--- config.mk ---
export PLATFORM = sky130hd
export DESIGN_NAME = cache_refill_ctrl
export DESIGN_NICKNAME = d
export VERILOG_FILES = /design/src/rtl/cache_refill_ctrl.sv
export SDC_FILE = /design/constraint.sdc
export NUM_CORES = 2
export LEC_CHECK = 0
export CAP_MARGIN = 20
export CORE_AREA = 2 2 486 488
export CTS_BUF_LIST = sky130_fd_sc_hd__clkbuf_8
export DETAILED_ROUTE_END_ITERATION = 10
export DIE_AREA = 0 0 488 490
export PLACE_DENSITY = 0.5
export SYNTH_ARGS = -nofsm -noshare
export SYNTH_HDL_FRONTEND = slang
export SYNTH_SLANG_ARGS = --single-unit
--- constraint.sdc ---
create_clock -name clk -period 6.68 [get_ports clk]
set_input_delay 1.67 -clock clk [delete_from_list [all_inputs] [get_ports clk]]
set_output_delay 1.67 -clock clk [all_outputs]
set_load 0.05 [all_outputs]
--- src/rtl/cache_refill_ctrl.sv ---
// cache_refill_ctrl: miss handler that writes back a dirty victim, refills the line word by word,
// writes it into the cache array and returns the requested word.
module cache_refill_ctrl #(
    parameter int TAG_BITS    = 18,
    parameter int INDEX_BITS  = 8,
    parameter int OFFSET_BITS = 6,
    parameter int DATA_WIDTH  = 32,
    parameter int WAYS        = 4,
    localparam int WAY_BITS   = $clog2(WAYS),
    localparam int LINE_BITS  = 8 << OFFSET_BITS,
    localparam int WORDS      = LINE_BITS / DATA_WIDTH,
    localparam int CNT_BITS   = $clog2(WORDS),
    localparam int BYTE_BITS  = OFFSET_BITS - CNT_BITS,
    localparam int ADDR_WIDTH = TAG_BITS + INDEX_BITS + OFFSET_BITS
) (
    input  logic                  clk,
    input  logic                  rst,
    input  logic                  i_miss_valid,
    output logic                  o_miss_ready,
    input  logic [TAG_BITS-1:0]   i_tag,
    input  logic [INDEX_BITS-1:0] i_index,
    input  logic [OFFSET_BITS-1:0] i_offset,
    input  logic [WAY_BITS-1:0]   i_victim_way,
    input  logic                  i_victim_dirty,
    input  logic [TAG_BITS-1:0]   i_victim_tag,
    input  logic [LINE_BITS-1:0]  i_victim_line,
    output logic                  o_mem_req,
    output logic                  o_mem_we,
    output logic [ADDR_WIDTH-1:0] o_mem_addr,
    output logic [DATA_WIDTH-1:0] o_mem_wdata,
    input  logic                  i_mem_ack,
    input  logic [DATA_WIDTH-1:0] i_mem_rdata,
    output logic                  o_fill_valid,
    output logic [WAY_BITS-1:0]   o_fill_way,
    output logic [INDEX_BITS-1:0] o_fill_index,
    output logic [TAG_BITS-1:0]   o_fill_tag,
    output logic [LINE_BITS-1:0]  o_fill_line,
    output logic                  o_resp_valid,
    output logic [DATA_WIDTH-1:0] o_resp_data,
    input  logic                  i_resp_ready
);
    typedef enum logic [2:0] {IDLE, WB, FILL, UPDATE, RESP} state_t;
    state_t state, state_nx;
    logic [TAG_BITS-1:0]   tag_q, vtag_q;
    logic [INDEX_BITS-1:0] index_q;
    logic [CNT_BITS-1:0]   word_q, cnt;
    logic [WAY_BITS-1:0]   way_q;
    logic [LINE_BITS-1:0]  vline_q, line_q;
    logic accept, fire, last, unused_byte;

    assign o_miss_ready = state == IDLE;
    assign accept       = i_miss_valid && o_miss_ready;
    assign o_mem_req    = state == WB || state == FILL;
    assign o_mem_we     = state == WB;
    assign fire         = o_mem_req && i_mem_ack;
    assign last         = cnt == CNT_BITS'(WORDS - 1);
    assign unused_byte  = ^i_offset[BYTE_BITS-1:0];

    always_ff @(posedge clk or negedge rst) begin
        if (!rst) begin
            state   <= IDLE;
            cnt     <= '0;
            tag_q   <= '0;
            vtag_q  <= '0;
            index_q <= '0;
            word_q  <= '0;
            way_q   <= '0;
            vline_q <= '0;
            line_q  <= '0;
        end else begin
            state <= state_nx;
            cnt   <= (accept || (fire && last)) ? '0 : cnt + CNT_BITS'(fire);
            if (accept) begin
                tag_q   <= i_tag;
                vtag_q  <= i_victim_tag;
                index_q <= i_index;
                word_q  <= i_offset[OFFSET_BITS-1 -: CNT_BITS];
                way_q   <= i_victim_way;
                vline_q <= i_victim_line;
            end
            if (state == FILL && fire)
                line_q[cnt*DATA_WIDTH +: DATA_WIDTH] <= i_mem_rdata;
        end
    end

    always_comb begin
        state_nx = state;
        case (state)
            IDLE:    state_nx = accept ? (i_victim_dirty ? WB : FILL) : IDLE;
            WB:      state_nx = (fire && last) ? FILL : WB;
            FILL:    state_nx = (fire && last) ? UPDATE : FILL;
            UPDATE:  state_nx = RESP;
            RESP:    state_nx = i_resp_ready ? IDLE : RESP;
            default: state_nx = IDLE;
        endcase
    end

    // Everything below is gated by state so idle/reset outputs read as zero.
    assign o_mem_addr   = o_mem_we ? {vtag_q, index_q, cnt, {BYTE_BITS{1'b0}}} :
                          state == FILL ? {tag_q, index_q, cnt, {BYTE_BITS{1'b0}}} : '0;
    assign o_mem_wdata  = o_mem_we ? vline_q[cnt*DATA_WIDTH +: DATA_WIDTH] : '0;
    assign o_fill_valid = state == UPDATE;
    assign o_fill_way   = o_fill_valid ? way_q : '0;
    assign o_fill_index = o_fill_valid ? index_q : '0;
    assign o_fill_tag   = o_fill_valid ? tag_q : '0;
    assign o_fill_line  = o_fill_valid ? line_q : '0;
    assign o_resp_valid = state == RESP;
    assign o_resp_data  = o_resp_valid ? line_q[word_q*DATA_WIDTH +: DATA_WIDTH] : '0;
endmodule

==> metrics.md <==
| Metric | Value |
|---|---|
| Core area | `234000 µm²` |
| DRC violation total after the first TritonRoute iteration | `3043` |
| End of the worst register-to-register path | `line_q[384]` |
| Number of buffer cells added on primary ports | `roughly 1200` |
| Distinct cell type count after synthesis | `59` |
| Kind of capture point of the worst setup path | `output pin` |
| CTS tree | `done` |
| Number of global-route vias before repair | `43800` |
| DRT Pass-1 Iters | `5` |
| Max-Slew Margin vs Limit | `18.7%` |
| # rows | `178` |
| CTS Buf Count | `206` |
| Type of the worst setup path | `reg2out` |
| Timing-limited maximum frequency | `162 MHz` |
| Average size of a mapped cell | `between 10 and 15 µm²` |
| Number of standard cells in the final layout excluding fillers | `roughly 8900` |
| Sequential element share of the synthesized area | `49.5%` |
| Unrepaired setup endpoints after global routing | `false` |
| Final count of negative-setup-slack endpoints | `0` |
| Fraction of registers with async set or reset after synthesis | `between 90% and 100%` |
| Insertion delay of the later-clocked pin in the worst-skew pair | `1.01 ns` |
| Netlist Area Pre-Place | `about 55000 µm²` |
| Dominant cells by area after synthesis | `dfrtp_1, mux2_2, mux4_2` |
| Status | `completed` |
| Reg2reg setup slack | `between 1 and 1.5 ns` |
| Number of endpoints with negative hold slack in the final report | `0` |
| Number of nets in the final layout | `a little over 6000` |
| Relative area change from synthesis to final layout | `37.6%` |
| Hold WS | `~0.50 ns` |
| Number of stages on the worst hold path | `1` |
| Count of state elements after synthesis | `roughly 1100` |
| Dominant cell type by count on the critical path | `nand2_1` |
| Final non-filler cell area | `75300 µm²` |
| Cells along the critical path | `nor2_1, nand2_1, inv_2, nand2_1, nor2_4, buf_4, a221o_1, clkdlybuf4s50_1` |
| Antenna violations before repair | `92` |
| Remaining antenna violation count after routing | `0` |
| Number of fill cells | `about 24000` |
| Biggest cell delay along the critical path | `0.93 ns` |
| Yosys top cell by area | `dfrtp_1` |
| Post-Route Skew | `0.0762 ns` |
| Inst Count DP | `8537` |
| Post-route DRC violation count | `0` |
| Global-route wire length before repair | `between 300000 and 400000 µm` |
| Actual transition at the worst max-transition pin | `1.21 ns` |
| Most used routing layer | `met2` |
| Routed len/inst | `a little under 30 µm` |
| Met1 usage in global routing | `24.8%` |
| Final slew viol count | `0` |
| Wire length reported by the detailed router | `about 270000 µm` |
| Tot GR Track Use | `between 20 and 25%` |
| Post-CTS setup-driven buffer insertion count | `0` |
| Min cycle time layout | `6.19 ns` |
| Number of flops mapped to enable cells by yosys | `0` |
| R2R Path Start | `cnt[1]` |
| Destination of the worst hold path | `vline_q[246]` |
| Width of the die | `a little under 500 µm` |
| Post-DP HPWL | `198000 µm` |
| Number of cells on the worst reg-to-reg path | `8` |
| Final standard cell utilization of the core | `approximately 32%` |
| Period Utilization, post-route | `92.6%` |
| Setup ws final | `0.495 ns` |
| Clk sinks | `1081` |
| Die Ht | `490 µm` |
| Critical path peak fanout | `23` |
| Peak VDD IR | `~0.21 mV` |
| Initial standard-cell utilization of the core | `a little under a quarter` |
| Combined buffer and inverter count along the critical path | `3` |
| Met3 Use GR | `5.99%` |
| Placed standard-cell area | `approximately 71000 µm²` |
| Root Buffer | `clkbuf_8` |
| Die area | `239000 µm²` |
| Synthesized instance count | `between 4000 and 5000` |
| Dpl ws | `1.08 ns` |
| Commonest register cell after synthesis | `dfrtp_1` |
| Max_cap viols | `0` |
| Crit path max-delay family | `buffers and inverters` |
| Boundary Pins | `1243` |
| Met2 track utilization from global routing | `38.0%` |
| Final total power | `29.4 mW` |
| Cell area power density | `390 nW/µm²` |
| Layout cells sized above 1 | `a little over a quarter` |
| Yosys warns | `0` |
| Tightest Hold Check Type | `reg2reg` |
| Critical path launch point | `state[2]` |
| Total number of H-tree levels | `4` |
| Setup TNS Final | `0 ns` |
| Pin count of the biggest net entering global routing | `165` |
| Total global routing overflow | `0` |
| Crit path max-delay cell type | `clkdlybuf4s50_1` |
| Static leakage | `approximately 33 nW` |
| Share of the synthesized area in the top cell type | `49.5%` |
| Via density | `4.74` |
| Vias | `approximately 42000` |
| Worst EP required | `roughly 5 ns` |
| Worst Min Path Start | `vline_q[246]` |
| Maximum buffer depth of the clock tree | `3` |
| Clock-pin slew of the registers on the worst-case setup and hold paths | `0.06 ns` |
| CP arrival | `4.52 ns` |
| Startpoint type of the worst setup path | `flop` |
| Final Wtd Congestion | `between 0.9 and 1` |
registers in the layout, indices dropped and copies added (netlist names):
| register | flops |
|---|---|
| way_q | 2 |
| word_q | 4 |
| state | 3 |
| line_q | 512 |
| vtag_q | 18 |
| cnt | 4 |
| index_q | 8 |
| tag_q | 18 |
| vline_q | 512 |
worst max-delay path by stage:
stage	to	cells past startpoint
finish	o_mem_wdata[0]	8
detailed placement	o_mem_wdata[28]	8
global route	o_mem_wdata[28]	8
floorplan	o_mem_wdata[29]	5
global placement	o_mem_wdata[28]	8
CTS	o_mem_wdata[28]	8
Yosys cell counts (63+ instances only):
cell      number
clkbuf_1     239
inv_1        197
buf_2        107
mux2_2       776
mux4_2       254
nor2_1       209
a22oi_1       63
and3_1       195
o21ai_0       98
nand2_1      323
and2_1       361
mux2i_1      196
dfrtp_1     1081
cells by family (layout without fill, tap and decap cells):
logic type / after synthesis / in the layout / share of synthesized area (%)
buffers and inverters: 591 / 1932 / 4.49
and+or+nand+nor: 1206 / 1206 / 11.6
AOI/OAI and AO/OA: 259 / 259 / 3.33
DFF: 1081 / 1081 / 49.5
xor gates and xnor gates: 5 / 5 / 0.0801
other: 1 / 31 / 0.00686
muxes: 1270 / 1270 / 30.9
adders and majority gates: 5 / 5 / 0.114
routing by layer:
layer,routed length [µm],vias up
met3,21400,443
li1,-,17900
met1,98700,22100
met2,135000,1772
met4,10100,106
met5,678,-
power breakdown:
group	switching (mW)	leakage (nW)	internal, mW
Combinational	6.98	18.0	5.50
Clock	3.24	2.47	3.64
Sequential	1.51	12.9	8.51
cell usage in the layout (no fill, tap or decap), types with 34 or more instances in the layout:
cell type	Yosys	layout
a22o_1	48	48
and3_1	195	192
mux2_2	776	776
nor2_1	209	202
nor2b_1	35	35
mux2i_1	196	196
mux2_1	44	44
nor3b_1	35	34
o21ai_0	98	98
dfrtp_1	1081	1077
and2_1	361	360
mux4_2	254	254
buf_4	15	88
inv_1	197	270
clkbuf_8	0	252
clkdlybuf4s50_1	0	1235
nand2_1	323	323
a22oi_1	63	63
area by class of cell:
type	instances	area, µm²	area share [%]
Multi-Input combinational cell	2747	25500	33.8
Clock buffer	252	3470	4.61
Sequential cell	1081	27100	36.0
Timing Repair Buffer	1358	13700	18.2
Antenna cell	29	72.6	0.0964
Inverter	201	762	1.01
Tap cell	3150	3940	5.24
Clock inverter	121	791	1.05
repair_timing:
| action | CTS | global route |
|---|---|---|
| setup endpoints to repair | 7 | 0 |
| resized for setup | 2 | 0 |
| hold buffers | 0 | 0 |
(Power assumes the default switching activity.)
